## src/rtl/fpalu_pkg.sv

```systemverilog
// rtl/fpalu_pkg.sv - shared field layout, constants and state encoding for the FP ALU
package fpalu_pkg;

    localparam int SIGN_BIT = 31;
    localparam int EXP_HI   = 30;
    localparam int EXP_LO   = 23;
    localparam int FRAC_HI  = 22;
    localparam int FRAC_LO  = 0;

    localparam logic [7:0]  EXP_MAX = 8'd255;
    localparam logic [31:0] QNAN    = 32'h7FC0_0000;

    typedef enum logic [2:0] {
        IDLE,
        UNPACK,
        ALIGN,
        ADD,
        NORM,
        PACK,
        DONE
    } state_t;

    // Unpacked operand: sig is {guard 0, hidden 1, frac}, all zero for a zero operand
    typedef struct packed {
        logic        sign;
        logic [7:0]  exp;
        logic [24:0] sig;
    } fp_op_t;

endpackage

```

## src/rtl/fp_unpack.sv

```systemverilog
// rtl/fp_unpack.sv - flush-to-zero, special detection and magnitude swap of an operand pair
module fp_unpack
    import fpalu_pkg::*;
(
    input  logic [31:0] a,
    input  logic [31:0] b,
    output logic        invalid,
    output fp_op_t      op_big,
    output fp_op_t      op_small
);

    fp_op_t      ua;
    fp_op_t      ub;
    logic [30:0] mag_a;
    logic [30:0] mag_b;

    // Unpack both operands, then order them so op_big holds the larger magnitude (ties keep a first)
    always_comb begin
        invalid = (a[EXP_HI:EXP_LO] == EXP_MAX) || (b[EXP_HI:EXP_LO] == EXP_MAX);

        ua.sign = a[SIGN_BIT];
        ub.sign = b[SIGN_BIT];
        ua.exp  = a[EXP_HI:EXP_LO];
        ub.exp  = b[EXP_HI:EXP_LO];
        ua.sig  = {2'b01, a[FRAC_HI:FRAC_LO]};
        ub.sig  = {2'b01, b[FRAC_HI:FRAC_LO]};
        if (a[EXP_HI:EXP_LO] == 8'd0) begin
            ua.sig = '0;
        end
        if (b[EXP_HI:EXP_LO] == 8'd0) begin
            ub.sig = '0;
        end

        mag_a = {ua.exp, ua.sig[FRAC_HI:FRAC_LO]};
        mag_b = {ub.exp, ub.sig[FRAC_HI:FRAC_LO]};

        if (mag_b > mag_a) begin
            op_big   = ub;
            op_small = ua;
        end else begin
            op_big   = ua;
            op_small = ub;
        end
    end

endmodule

```

## src/rtl/fpalu_sub_seq.sv

```systemverilog
// rtl/fpalu_sub_seq.sv - multi-cycle handshaked single-precision subtractor, one shift bit per clock
module fpalu_sub_seq
    import fpalu_pkg::*;
#(
    parameter int ALIGN_CAP = 26
) (
    input  logic        clk,
    input  logic        rst,
    input  logic        in_valid,
    output logic        in_ready,
    input  logic [31:0] a_in,
    input  logic [31:0] b_in,
    output logic        out_valid,
    input  logic        out_ready,
    output logic [31:0] diff,
    output logic [2:0]  flags
);

    localparam logic [7:0] CAP = 8'(ALIGN_CAP);

    state_t      state_q,     state_d;
    logic        in_ready_q,  in_ready_d;
    logic        out_valid_q, out_valid_d;
    logic [31:0] opa_q,       opa_d;
    logic [31:0] opb_q,       opb_d;
    logic        sign_q,      sign_d;
    logic        signb_q,     signb_d;
    logic [7:0]  exp_q,       exp_d;
    logic [24:0] sig_q,       sig_d;
    logic [24:0] sigb_q,      sigb_d;
    logic [7:0]  cnt_q,       cnt_d;
    logic        inv_q,       inv_d;
    logic        ovf_q,       ovf_d;
    logic        unf_q,       unf_d;
    logic [31:0] diff_q,      diff_d;
    logic [2:0]  flags_q,     flags_d;

    logic        u_invalid;
    fp_op_t      u_big;
    fp_op_t      u_small;
    logic [7:0]  exp_gap;

    fp_unpack u_unpack (
        .a        (opa_q),
        .b        (opb_q),
        .invalid  (u_invalid),
        .op_big   (u_big),
        .op_small (u_small)
    );

    assign exp_gap   = u_big.exp - u_small.exp;
    assign in_ready  = in_ready_q;
    assign out_valid = out_valid_q;
    assign diff      = diff_q;
    assign flags     = flags_q;

    // Sequencer and datapath next-state: one pipeline step or one shift bit per clock
    always_comb begin
        state_d = state_q;
        opa_d   = opa_q;
        opb_d   = opb_q;
        sign_d  = sign_q;
        signb_d = signb_q;
        exp_d   = exp_q;
        sig_d   = sig_q;
        sigb_d  = sigb_q;
        cnt_d   = cnt_q;
        inv_d   = inv_q;
        ovf_d   = ovf_q;
        unf_d   = unf_q;
        diff_d  = diff_q;
        flags_d = flags_q;

        case (state_q)
            IDLE: begin
                if (in_valid && in_ready_q) begin
                    opa_d   = a_in;
                    opb_d   = {~b_in[SIGN_BIT], b_in[EXP_HI:FRAC_LO]};
                    inv_d   = 1'b0;
                    ovf_d   = 1'b0;
                    unf_d   = 1'b0;
                    state_d = UNPACK;
                end
            end
            UNPACK: begin
                if (u_invalid) begin
                    inv_d   = 1'b1;
                    state_d = PACK;
                end else begin
                    sign_d  = u_big.sign;
                    signb_d = u_small.sign;
                    exp_d   = u_big.exp;
                    sig_d   = u_big.sig;
                    sigb_d  = u_small.sig;
                    cnt_d   = (exp_gap > CAP) ? CAP : exp_gap;
                    state_d = ALIGN;
                end
            end
            ALIGN: begin
                if (cnt_q == 8'd0) begin
                    state_d = ADD;
                end else begin
                    sigb_d = sigb_q >> 1;
                    cnt_d  = cnt_q - 8'd1;
                end
            end
            ADD: begin
                sig_d   = (sign_q == signb_q) ? (sig_q + sigb_q) : (sig_q - sigb_q);
                state_d = NORM;
            end
            NORM: begin
                if (sig_q == '0) begin
                    sign_d  = 1'b0;
                    exp_d   = 8'd0;
                    state_d = PACK;
                end else if (sig_q[24]) begin
                    sig_d   = sig_q >> 1;
                    exp_d   = exp_q + 8'd1;
                    if (exp_q == EXP_MAX - 8'd1) begin
                        ovf_d = 1'b1;
                    end
                    state_d = PACK;
                end else if (sig_q[23]) begin
                    state_d = PACK;
                end else begin
                    sig_d = sig_q << 1;
                    exp_d = exp_q - 8'd1;
                    if (exp_q == 8'd1) begin
                        unf_d   = 1'b1;
                        sig_d   = '0;
                        state_d = PACK;
                    end
                end
            end
            PACK: begin
                if (inv_q) begin
                    diff_d = QNAN;
                end else if (ovf_q) begin
                    diff_d = {sign_q, EXP_MAX, 23'd0};
                end else begin
                    diff_d = {sign_q, exp_q, sig_q[FRAC_HI:FRAC_LO]};
                end
                flags_d = {inv_q, ovf_q, unf_q};
                state_d = DONE;
            end
            DONE: begin
                if (out_ready) begin
                    state_d = IDLE;
                end
            end
            default: state_d = IDLE;
        endcase

        in_ready_d  = (state_d == IDLE);
        out_valid_d = (state_d == DONE);
    end

    // State and datapath registers, all cleared asynchronously by rst
    always_ff @(posedge clk or posedge rst) begin
        if (rst) begin
            state_q     <= IDLE;
            in_ready_q  <= 1'b0;
            out_valid_q <= 1'b0;
            opa_q       <= '0;
            opb_q       <= '0;
            sign_q      <= 1'b0;
            signb_q     <= 1'b0;
            exp_q       <= '0;
            sig_q       <= '0;
            sigb_q      <= '0;
            cnt_q       <= '0;
            inv_q       <= 1'b0;
            ovf_q       <= 1'b0;
            unf_q       <= 1'b0;
            diff_q      <= '0;
            flags_q     <= '0;
        end else begin
            state_q     <= state_d;
            in_ready_q  <= in_ready_d;
            out_valid_q <= out_valid_d;
            opa_q       <= opa_d;
            opb_q       <= opb_d;
            sign_q      <= sign_d;
            signb_q     <= signb_d;
            exp_q       <= exp_d;
            sig_q       <= sig_d;
            sigb_q      <= sigb_d;
            cnt_q       <= cnt_d;
            inv_q       <= inv_d;
            ovf_q       <= ovf_d;
            unf_q       <= unf_d;
            diff_q      <= diff_d;
            flags_q     <= flags_d;
        end
    end

endmodule

```

## config.mk

```make
export PLATFORM = sky130hd
export DESIGN_NAME = fpalu_sub_seq
export DESIGN_NICKNAME = d
export VERILOG_FILES = /design/src/rtl/fpalu_pkg.sv /design/src/rtl/fp_unpack.sv /design/src/rtl/fpalu_sub_seq.sv
export SDC_FILE = /design/constraint.sdc
export NUM_CORES = 1
export LEC_CHECK = 0
export BUFFER_PORTS_ARGS = -buffer_cell sky130_fd_sc_hd__buf_2
export CAP_MARGIN = 40
export CORE_AREA = 2 2 143 250
export CTS_CLUSTER_SIZE = 14
export DETAILED_ROUTE_END_ITERATION = 6
export DIE_AREA = 0 0 145 252
export PLACE_DENSITY = 0.53
export SYNTH_ARGS = -nofsm -noshare
export SYNTH_HDL_FRONTEND = slang
export SYNTH_HIERARCHICAL = 1
export SYNTH_SLANG_ARGS = --single-unit
```

## constraint.sdc

```tcl
create_clock -name clk -period 8.65 [get_ports clk]
set_clock_uncertainty 0.05 [all_clocks]
set_input_delay 1.73 -clock clk [delete_from_list [all_inputs] [get_ports clk]]
set_output_delay 1.73 -clock clk [all_outputs]
set_load 0.01 [all_outputs]
```

# Word level (Yosys, flattened, before mapping)

Cells that the tools add are included.

Bits of input ports: 68
Register bits after elaboration: 175
Output and inout bits: 37
Word-level logic and storage cells: 124

Equality and inequality tests: 25
Mux-type cells: 49
Bitwise logic cells: 2
Reductions and logical operators: 23
Magnitude comparators: 2
Add/subtract/negate cells: 6

Operators by type and width:

| kind                                                 | number |
|---|---|
| two-way mux 25 bit                                   | 5 |
| two-way mux 24 bit                                   | 5 |
| one-hot mux 25 bit (3 select lines)                  | 1 |
| two-way mux 34 bit                                   | 2 |
| two-way mux 8 bit                                    | 7 |
| one-hot mux 25 bit (2 select lines)                  | 1 |
| two-way mux 32 bit                                   | 1 |
| one-hot mux 8 bit (2 select lines)                   | 2 |
| greater-than comparator 31 bit                       | 1 |
| two-way mux 31 bit                                   | 1 |
| adder 25 bit                                         | 1 |
| logical NOT 25 bit                                   | 1 |
| subtractor 25 bit                                    | 1 |
| equality test 8 bit (second input constant)          | 3 |
| logical NOT 8 bit                                    | 3 |
| two-way mux 3 bit                                    | 8 |
| inequality test 2 bit (second input constant)        | 11 |
| one-hot mux 3 bit (7 select lines)                   | 1 |
| subtractor 8 x 1 -> 8 bit (second input constant)    | 2 |
| AND reduction 3 bit                                  | 5 |
| equality test 3 bit (second input constant)          | 4 |
| two-way mux 1 bit                                    | 11 |
| adder 8 x 1 -> 8 bit (second input constant)         | 1 |
| equality test 8 x 1 -> 1 bit (second input constant) | 1 |
| 18 further kinds                                     | 28 |

# Longest topological paths before layout

Gate-level depths: netlist of run 1.

Word-level depth: 9
Depth in mapped cells: 25

# Hierarchy

The synthesis of run 1 kept the hierarchy.

By module, submodules not included:

| module        | cells an instance | instances | seq. area each (µm²) | area each (µm²) |
|---|---|---|---|---|
| fpalu_sub_seq | 1072              | 1         | 4379.2               | 10074.7 |
| fp_unpack     | 254               | 1         | 0.0                  | 1845.5 |

# Worst setup path before layout of run 1

Ideal clock, no wire load.

Kind: flip-flop to flip-flop
Start: reg opb_q[24]
End: reg cnt_q[1]
Stages on the path, launching flop included: 26
Arrival time: 4.431 ns
Setup slack: 4.036 ns
Clock period less this slack: 4.614 ns
Data required time: 8.467 ns
Cells stage by stage: dfrtp_1 -> nor4_1 -> nand2_1 -> clkbuf_1 -> nand2_1 -> inv_1 -> ha_1 -> a21oi_1 -> o21ai_0 -> a221oi_1 -> nand4_1 -> nand3_2 -> buf_6 -> mux2_1 -> inv_1 -> ha_1 -> inv_1 -> fa_1 -> a21o_1 -> a21oi_1 -> nand2b_1 -> nor3b_1 -> a31oi_1 -> o211ai_1 -> o31ai_1 -> o21ai_0

RTL lines:

| element                | RTL line             | RTL |
|---|---|---|
| from (decl)            | fpalu_sub_seq.sv:25  | `logic [31:0] opb_q, opb_d;` |
| from (signal assigned) | fpalu_sub_seq.sv:182 | `opb_q <= opb_d;` |
| to (signal assigned)   | fpalu_sub_seq.sv:188 | `cnt_q <= cnt_d;` |
| to (decl)              | fpalu_sub_seq.sv:31  | `logic [7:0] cnt_q, cnt_d;` |

==> results of run 1 <==
-- tightest hold or removal path: cells and delay by family, from the launching register on --
family             cells  cell delay [ns]
AOI/OAI and AO/OA      1             0.05
DFF                    1             0.34
and+or+nand+nor        1             0.04
-- worst paths after layout --
path | startpoint | to | depth (start not counted)
max | opb_q[24] | cnt_q[1] | 24
min | flags[1] | flags[1] | 2
max reg2reg | opb_q[24] | cnt_q[1] | 24
min reg2reg | flags[1] | flags[1] | 2
max in group asynchronous | rst | sigb_q[14] | 3
min in group asynchronous | rst | diff[26] | 2
-- layout make-up --
| cell class | count | area, um2 |
|---|---|---|
| Sequential cell | 175 | 4380 |
| Clock buffer | 17 | 425 |
| Tap cell | 460 | 576 |
| Multi-Input combinational cell | 1022 | 6980 |
| Timing Repair Buffer | 121 | 691 |
| Inverter | 58 | 223 |
| Fill cell | 3559 | 20900 |
| Clock inverter | 15 | 160 |
-- metrics by stage --
| stage | instance area [um2] | worst slack [ns] | cells | hold slack, ns |
|---|---|---|---|---|
| final | 13400 | 3.15 | 1868 | 0.423 |
| after global routing | 13400 | 2.78 | 1868 | 0.444 |
| after CTS | 13400 | 2.60 | 1867 | 0.432 |
| after detailed placement | 12800 | 2.62 | 1835 | 0.415 |
| after global placement | 12800 | 2.73 | 1831 | 0.408 |
| after floorplan | 11900 | 2.12 | 1327 | 0.400 |
-- state kept, by name (all words and copies together), names as in the netlist --
| signal | cells |
|---|---|
| cnt_q | 8 |
| diff | 32 |
| exp_q | 8 |
| flags | 3 |
| in_ready | 1 |
| inv_q | 1 |
| opa_q | 32 |
| opb_q | 32 |
| out_valid | 1 |
| ovf_q | 1 |
| sig_q | 25 |
| sigb_q | 25 |
| sign_q | 1 |
| signb_q | 1 |
| state_q | 3 |
| unf_q | 1 |
-- cell families (layout without fill, tap and decap cells) --
family / after synthesis / in the layout / share of synthesized area (%)
fa+ha+maj: 75 / 75 / 8.00
simple gates: 430 / 430 / 16.7
compound gates: 312 / 312 / 16.2
xor+xnor: 51 / 51 / 3.75
flops: 175 / 175 / 36.7
buf+inv: 130 / 211 / 4.96
mux: 152 / 152 / 13.7
other cells: 1 / 2 / 0.0315
-- layer usage --
| layer | vias up | global-route usage, % |
|---|---|---|
| met5 | - | 0 |
| met4 | 0 | 7.95 |
| met3 | 41 | 2.03 |
| met2 | 160 | 32.1 |
| met1 | 4618 | 21.6 |
| li1 | 4887 | - |
-- cells in the final DEF, fill, tap and decap left out, types with 19 or more instances in the layout --
cell,count
sky130_fd_sc_hd__mux2_2,69
sky130_fd_sc_hd__o21ai_0,107
sky130_fd_sc_hd__buf_2,104
sky130_fd_sc_hd__nand3_1,19
sky130_fd_sc_hd__dfrtp_1,175
sky130_fd_sc_hd__xor2_1,25
sky130_fd_sc_hd__inv_1,56
sky130_fd_sc_hd__xnor2_1,26
sky130_fd_sc_hd__nor2_1,97
sky130_fd_sc_hd__a21oi_1,77
sky130_fd_sc_hd__ha_1,73
sky130_fd_sc_hd__nand2_1,205
sky130_fd_sc_hd__a31oi_1,30
sky130_fd_sc_hd__mux2i_1,67
==> out/metrics.cfg, run 1 <==
[floorplan]
die_h_um=252
core_um2=34300
die-area_um2=36500
floorplan.io_pins=105
initial_utilization_pct=34.7
die-width_um=145
std_cell_rows=90

[worst_hold_path]
class_of_the_tightest_hold_or_removal_check=reg -> reg

[clock_tree]
clock_sink_count=175
clock_insertion_delay_worst_skew_ns=0.46
cts-root-to-sink-buffers=2
clk_transition_reported_paths_ns=0.07
cts_max_level=4
cts-hold-fix-buffers=0
ctsRootBufferMaster=sky130_fd_sc_hd__clkbuf_16
cts_inserted_buffers=17
cts_repair_resize_count=0
cts_tree=built
post_cts.repair.setup_buffers=0

[logic_synthesis]
netlist_top_cells_count=sky130_fd_sc_hd__nand2_1, sky130_fd_sc_hd__dfrtp_1, sky130_fd_sc_hd__o21ai_0
synth_enable_flop_cells=0
synth.area.top_cells=sky130_fd_sc_hd__dfrtp_1, sky130_fd_sc_hd__ha_1, sky130_fd_sc_hd__mux2_2
synth_flop_cell=sky130_fd_sc_hd__dfrtp_1
synth_top_cell_area_share_pct=36.7
seq_total_area_yosys_pct=36.7
synth_seq_cells=175
syn-cell-area_um2=11900
async_reset_ff_share_pct=100
post_synth_inst_count=1326
yosysMostFrequentCell=sky130_fd_sc_hd__nand2_1
count_of_synthesis_stage_warnings_from_yosys=6
post_synth.cell_area_avg_um2=8.99
synth_top_cell_by_area=sky130_fd_sc_hd__dfrtp_1
synth_unique_cells=75

[worst_setup_path]
worst_path_max_delay_cell=sky130_fd_sc_hd__a221oi_1
timing_worst_setup_path_type=reg -> reg
worstSetupEndpointType=register
r2r_setup_slack_ns=3.15
crit_required_ns=8.93
critical_path_arrival_ns=5.78
timing.critical_path.fanout_max=25
critical_path.top_delay_family=compound AO/OA/AOI/OAI gates
timing.critical_path.mode_cell=sky130_fd_sc_hd__inv_1
critical-path-max-stage-delay_ns=0.51
worst_setup_path_start_kind=register
worstPathCellList=nor4_1, nand2_1, buf_4, nand2_1, inv_1, ha_1, a21oi_1, o21ai_0, a221oi_1, nand4_1, nand3_4, mux2_1, inv_1, ha_1, inv_1, fa_1, a21o_1, a21oi_1, nand2b_1, nor3b_1, a31oi_1, o211ai_1, o31ai_1, o21ai_0
critical_path.n_buffers_inverters=4

[global_route]
track_usage_pct=17.9
grt_pass1_wl_um=52300
grt_antenna_before_repair=0
pin_count_of_the_biggest_net_entering_global_routing=67
globalRouteOverflowTotal=0
number_of_global_route_vias_before_repair=9717

[placement]
buffer_ports.inserted=104
dp_hpwl_um=24300
gp_congestion=0.877

[timing]
tns_setup_ns=0
number_of_pins_exceeding_their_max_slew_limit_in_the_final_report=0
final_period_minus_worst_setup_slack_ns=5.50
rsz0062_at_grt=no
max_clock_freq_mhz=182
slew_headroom_pct=42.8
setup_viol=0
worstMarginPinSlew_ns=0.849
period_share_pct=63.6
finalHoldViolations=0

[routing]
wl_um=31900
route.antenna.remaining_nets=0
drt-pass1-iter-count=5
met2RoutedLength_um=16400
dr_total_vias=9706
wl_met1_um=13800
met3_length_um=742
detail_route.vias_per_cell=5.20
detail_route.wl_per_cell_um=17.1
top_layer=met4
drc=0
initialDrtViolationCount=635

[finish]
layout-drive-gt1-share_pct=17.5
areaGrowthSynthToFinish_pct=12.7
fin_util_pct=39.1
nNetsFinal=1538
diodes_inserted=0

[run]
maxCapViolations=0

[run_status]
run_status=finished, final reports clean

Power of run 1 is not shown: default switching activity piles up to over one toggle a cycle in this logic, so the estimate is an artifact.
==> inputs of run 2 (changes only) <==
ABC_AREA = 1   (was default)
CORE_AREA = 2 2 149 260   (was 2 2 143 250)
DIE_AREA = 0 0 151 262   (was 0 0 145 252)
PLACE_DENSITY = 0.55   (was 0.53)
clock period = 4.4 ns   (was 8.65 ns; I/O delays follow)
==> run 2 against run 1 <==
Against the previous run:
- critical path depth is 5 higher
- hold slack worse by 0.0066 ns
- sequential share of layout area is 3.1 points lower
- register-to-register slack worse by 3.0 ns
- clock-buffer cell count is 3 higher
- global-route usage is 1.8 points higher
- cell area is 10% higher
- core utilization is 0.52 points higher
==> out/metrics.cfg, run 2 <==
[worst_setup_path]
r2r_setup_slack_ns=0.16
timing.critical_path.mode_cell=sky130_fd_sc_hd__nand2_1
r2r_cells=29
r2r_start=opa_q[30]
worst_setup_path_start_kind=register
timing.critical_path.fanout_max=11
worstSetupEndpointType=register
crit_required_ns=4.67
endpoint=cnt_q[1]
reg2reg_to=cnt_q[1]
critical_path_arrival_ns=4.51
timing_worst_setup_path_type=reg -> reg
timing.critical_path.from=opa_q[30]
worst_path_max_delay_cell=sky130_fd_sc_hd__dfrtp_1
critical-path-max-stage-delay_ns=0.38

[clock_tree]
cts_max_level=4
cts-hold-fix-buffers=0
cts-root-to-sink-buffers=2
cts_tree=built
ctsRootBufferMaster=sky130_fd_sc_hd__clkbuf_16
cts_inserted_buffers=17
clk_transition_reported_paths_ns=0.07
clock_sink_count=175
clock_insertion_delay_worst_skew_ns=0.45

[logic_synthesis]
netlist_top_cells_count=sky130_fd_sc_hd__nand2_1, sky130_fd_sc_hd__inv_1, sky130_fd_sc_hd__dfrtp_1
synth_enable_flop_cells=0
post_synth.cell_area_avg_um2=6.87
synth_adder_area_share_pct=7.35
synthSimpleGateAreaFrac_pct=34.0
synth_xor_xnor_area_share_pct=2.30
synth_flop_cell=sky130_fd_sc_hd__dfrtp_1
async_reset_ff_share_pct=100
synth_compound_gate_area_share_pct=12.8
synth.area.top_cells=sky130_fd_sc_hd__dfrtp_1, sky130_fd_sc_hd__nand2_1, sky130_fd_sc_hd__ha_1
synth_unique_cells=53
seq_total_area_yosys_pct=33.8
yosysMostFrequentCell=sky130_fd_sc_hd__nand2_1
synth_top_cell_area_share_pct=33.8
mux_cell_area_share_after_synthesis_pct=0
syn-cell-area_um2=13000
post_synth_inst_count=1889
synth_top_cell_by_area=sky130_fd_sc_hd__dfrtp_1
largest_family_of_logic_cells_by_synthesized_area=simple AND/OR/NAND/NOR gates
count_of_synthesis_stage_warnings_from_yosys=6
synth_seq_cells=175

[worst_hold_path]
hold-path-cell-count=2
class_of_the_tightest_hold_or_removal_check=reg -> reg

[timing]
worstMarginPinSlew_ns=0.844
final_period_minus_worst_setup_slack_ns=4.24
tns_setup_ns=0
slew_headroom_pct=43.6
number_of_pins_exceeding_their_max_slew_limit_in_the_final_report=0
max_clock_freq_mhz=236
period_share_pct=96.3
finalHoldViolations=0
setup_viol=0

[finish]
areaGrowthSynthToFinish_pct=14.3
nNetsFinal=2134
seqCellArea_um2=4380
multi_input_area_um2=7460
final_common_cell=sky130_fd_sc_hd__nand2_1
final.fill_count=4055
diodes_inserted=0
layout-drive-gt1-share_pct=13.3
layout_common_cells=sky130_fd_sc_hd__nand2_1, sky130_fd_sc_hd__inv_1, sky130_fd_sc_hd__dfrtp_1

[placement]
buffer_ports.inserted=104
dp_hpwl_um=29800
gp_congestion=0.925

[floorplan]
die-area_um2=39600
floorplan.io_pins=105
die-width_um=151
die_h_um=262
core_um2=37400
initial_utilization_pct=34.7
std_cell_rows=94

[routing]
drc=0
wl_um=38400
initialDrtViolationCount=713
dr_total_vias=12400
drt-pass1-iter-count=5
route.antenna.remaining_nets=0
detail_route.wl_per_cell_um=15.4
detail_route.vias_per_cell=4.98

[run_status]
run_status=finished, final reports clean

[global_route]
grt_antenna_before_repair=0
pin_count_of_the_biggest_net_entering_global_routing=93
number_of_global_route_vias_before_repair=12000
track_usage_pct=19.7
globalRouteOverflowTotal=0
grt_pass1_wl_um=61600

[run]
maxCapViolations=0

## run 2: cell count changes in the layout (fill, tap and decap cells not counted), sizes merged, moves of 23 or more
| cell | before | now |
|---|---|---|
| nand2 | 206 | 699 |
| inv | 68 | 221 |
| nand3 | 20 | 140 |
| mux2 | 85 | 0 |
| mux2i | 67 | 0 |
| buf | 120 | 157 |
| nor2 | 98 | 128 |
| a31oi | 30 | 7 |
| a32o | 0 | 23 |
| o211ai | 5 | 28 |
| xnor2 | 26 | 3 |
## run 2: timing repair
| item | in CTS | in global routing |
|---|---|---|
| setup buffers | 4 | 4 |
| endpoints found under the setup margin | 5 | 5 |
| gates resized for setup | 6 | 28 |
| pin swaps | 1 | 11 |
| hold endpoints to repair | 0 | 0 |
| gates cloned | 1 | 1 |
## run 2: cells by family after synthesis
logic type / after synthesis
AO/OA/AOI/OAI: 259
XOR/XNOR: 34
adder cells (fa/ha/maj): 75
buffers and inverters: 295
flip-flops: 175
other: 1
AND/OR/NAND/NOR: 1050
## run 2: through the flow
step	instances	utilization [%]	setup WS, ns	hold slack (ns)	instance area [um2]
6_report	2483	39.6	0.161	0.417	14800
5_1_grt	2483	39.6	-0.130	0.446	14800
4_1_cts	2478	39.2	0.00910	0.424	14700
3_5_place_dp	2442	37.5	-0.255	0.406	14000
3_3_place_gp	2441	37.5	-0.0904	0.407	14000
2_1_floorplan	1890	-	0.243	0.392	13000
## run 2: worst min-delay path by stage
| stage | from | to | slack [ns] |
|---|---|---|---|
| global route | opb_q[2] | opb_q[2] | 0.45 |
| finish | diff[27] | diff[27] | 0.42 |
| CTS | diff[27] | diff[27] | 0.42 |
| global placement | diff[28] | diff[28] | 0.41 |
| detailed placement | diff[27] | diff[27] | 0.41 |
| floorplan | opa_q[0] | opa_q[0] | 0.39 |
## run 2: area by class of cell
| class | count | area share [%] |
|---|---|---|
| Multi-Input combinational cell | 1420 | 50.3 |
| Clock inverter | 11 | 0.717 |
| Inverter | 219 | 5.65 |
| Tap cell | 480 | 4.05 |
| Sequential cell | 175 | 29.5 |
| Clock buffer | 20 | 3.08 |
| Timing Repair inverter | 1 | 0.0506 |
| Timing Repair Buffer | 157 | 6.62 |
## run 2: critical path: cells and delay by family (launching register included)
kind / cells / cell delay (ns)
AOI/OAI and AO/OA: 2 / 0.23
adders and majority gates: 2 / 0.49
buffers and inverters: 7 / 0.92
DFF: 1 / 0.38
and+or+nand+nor: 18 / 2.04
## run 2: routing by layer
layer  routed length [um]  track usage [%]  part of all wire, %  vias up
met4                 1440             8.02                  3.7        0
met5                    0                0                    0        -
li1                     -                -                    -     6320
met1                15800             23.2                   41     5748
met3                  950             2.08                  2.5       64
met2                20200             36.2                   53      231
Power of run 2 is left out for the same reason.
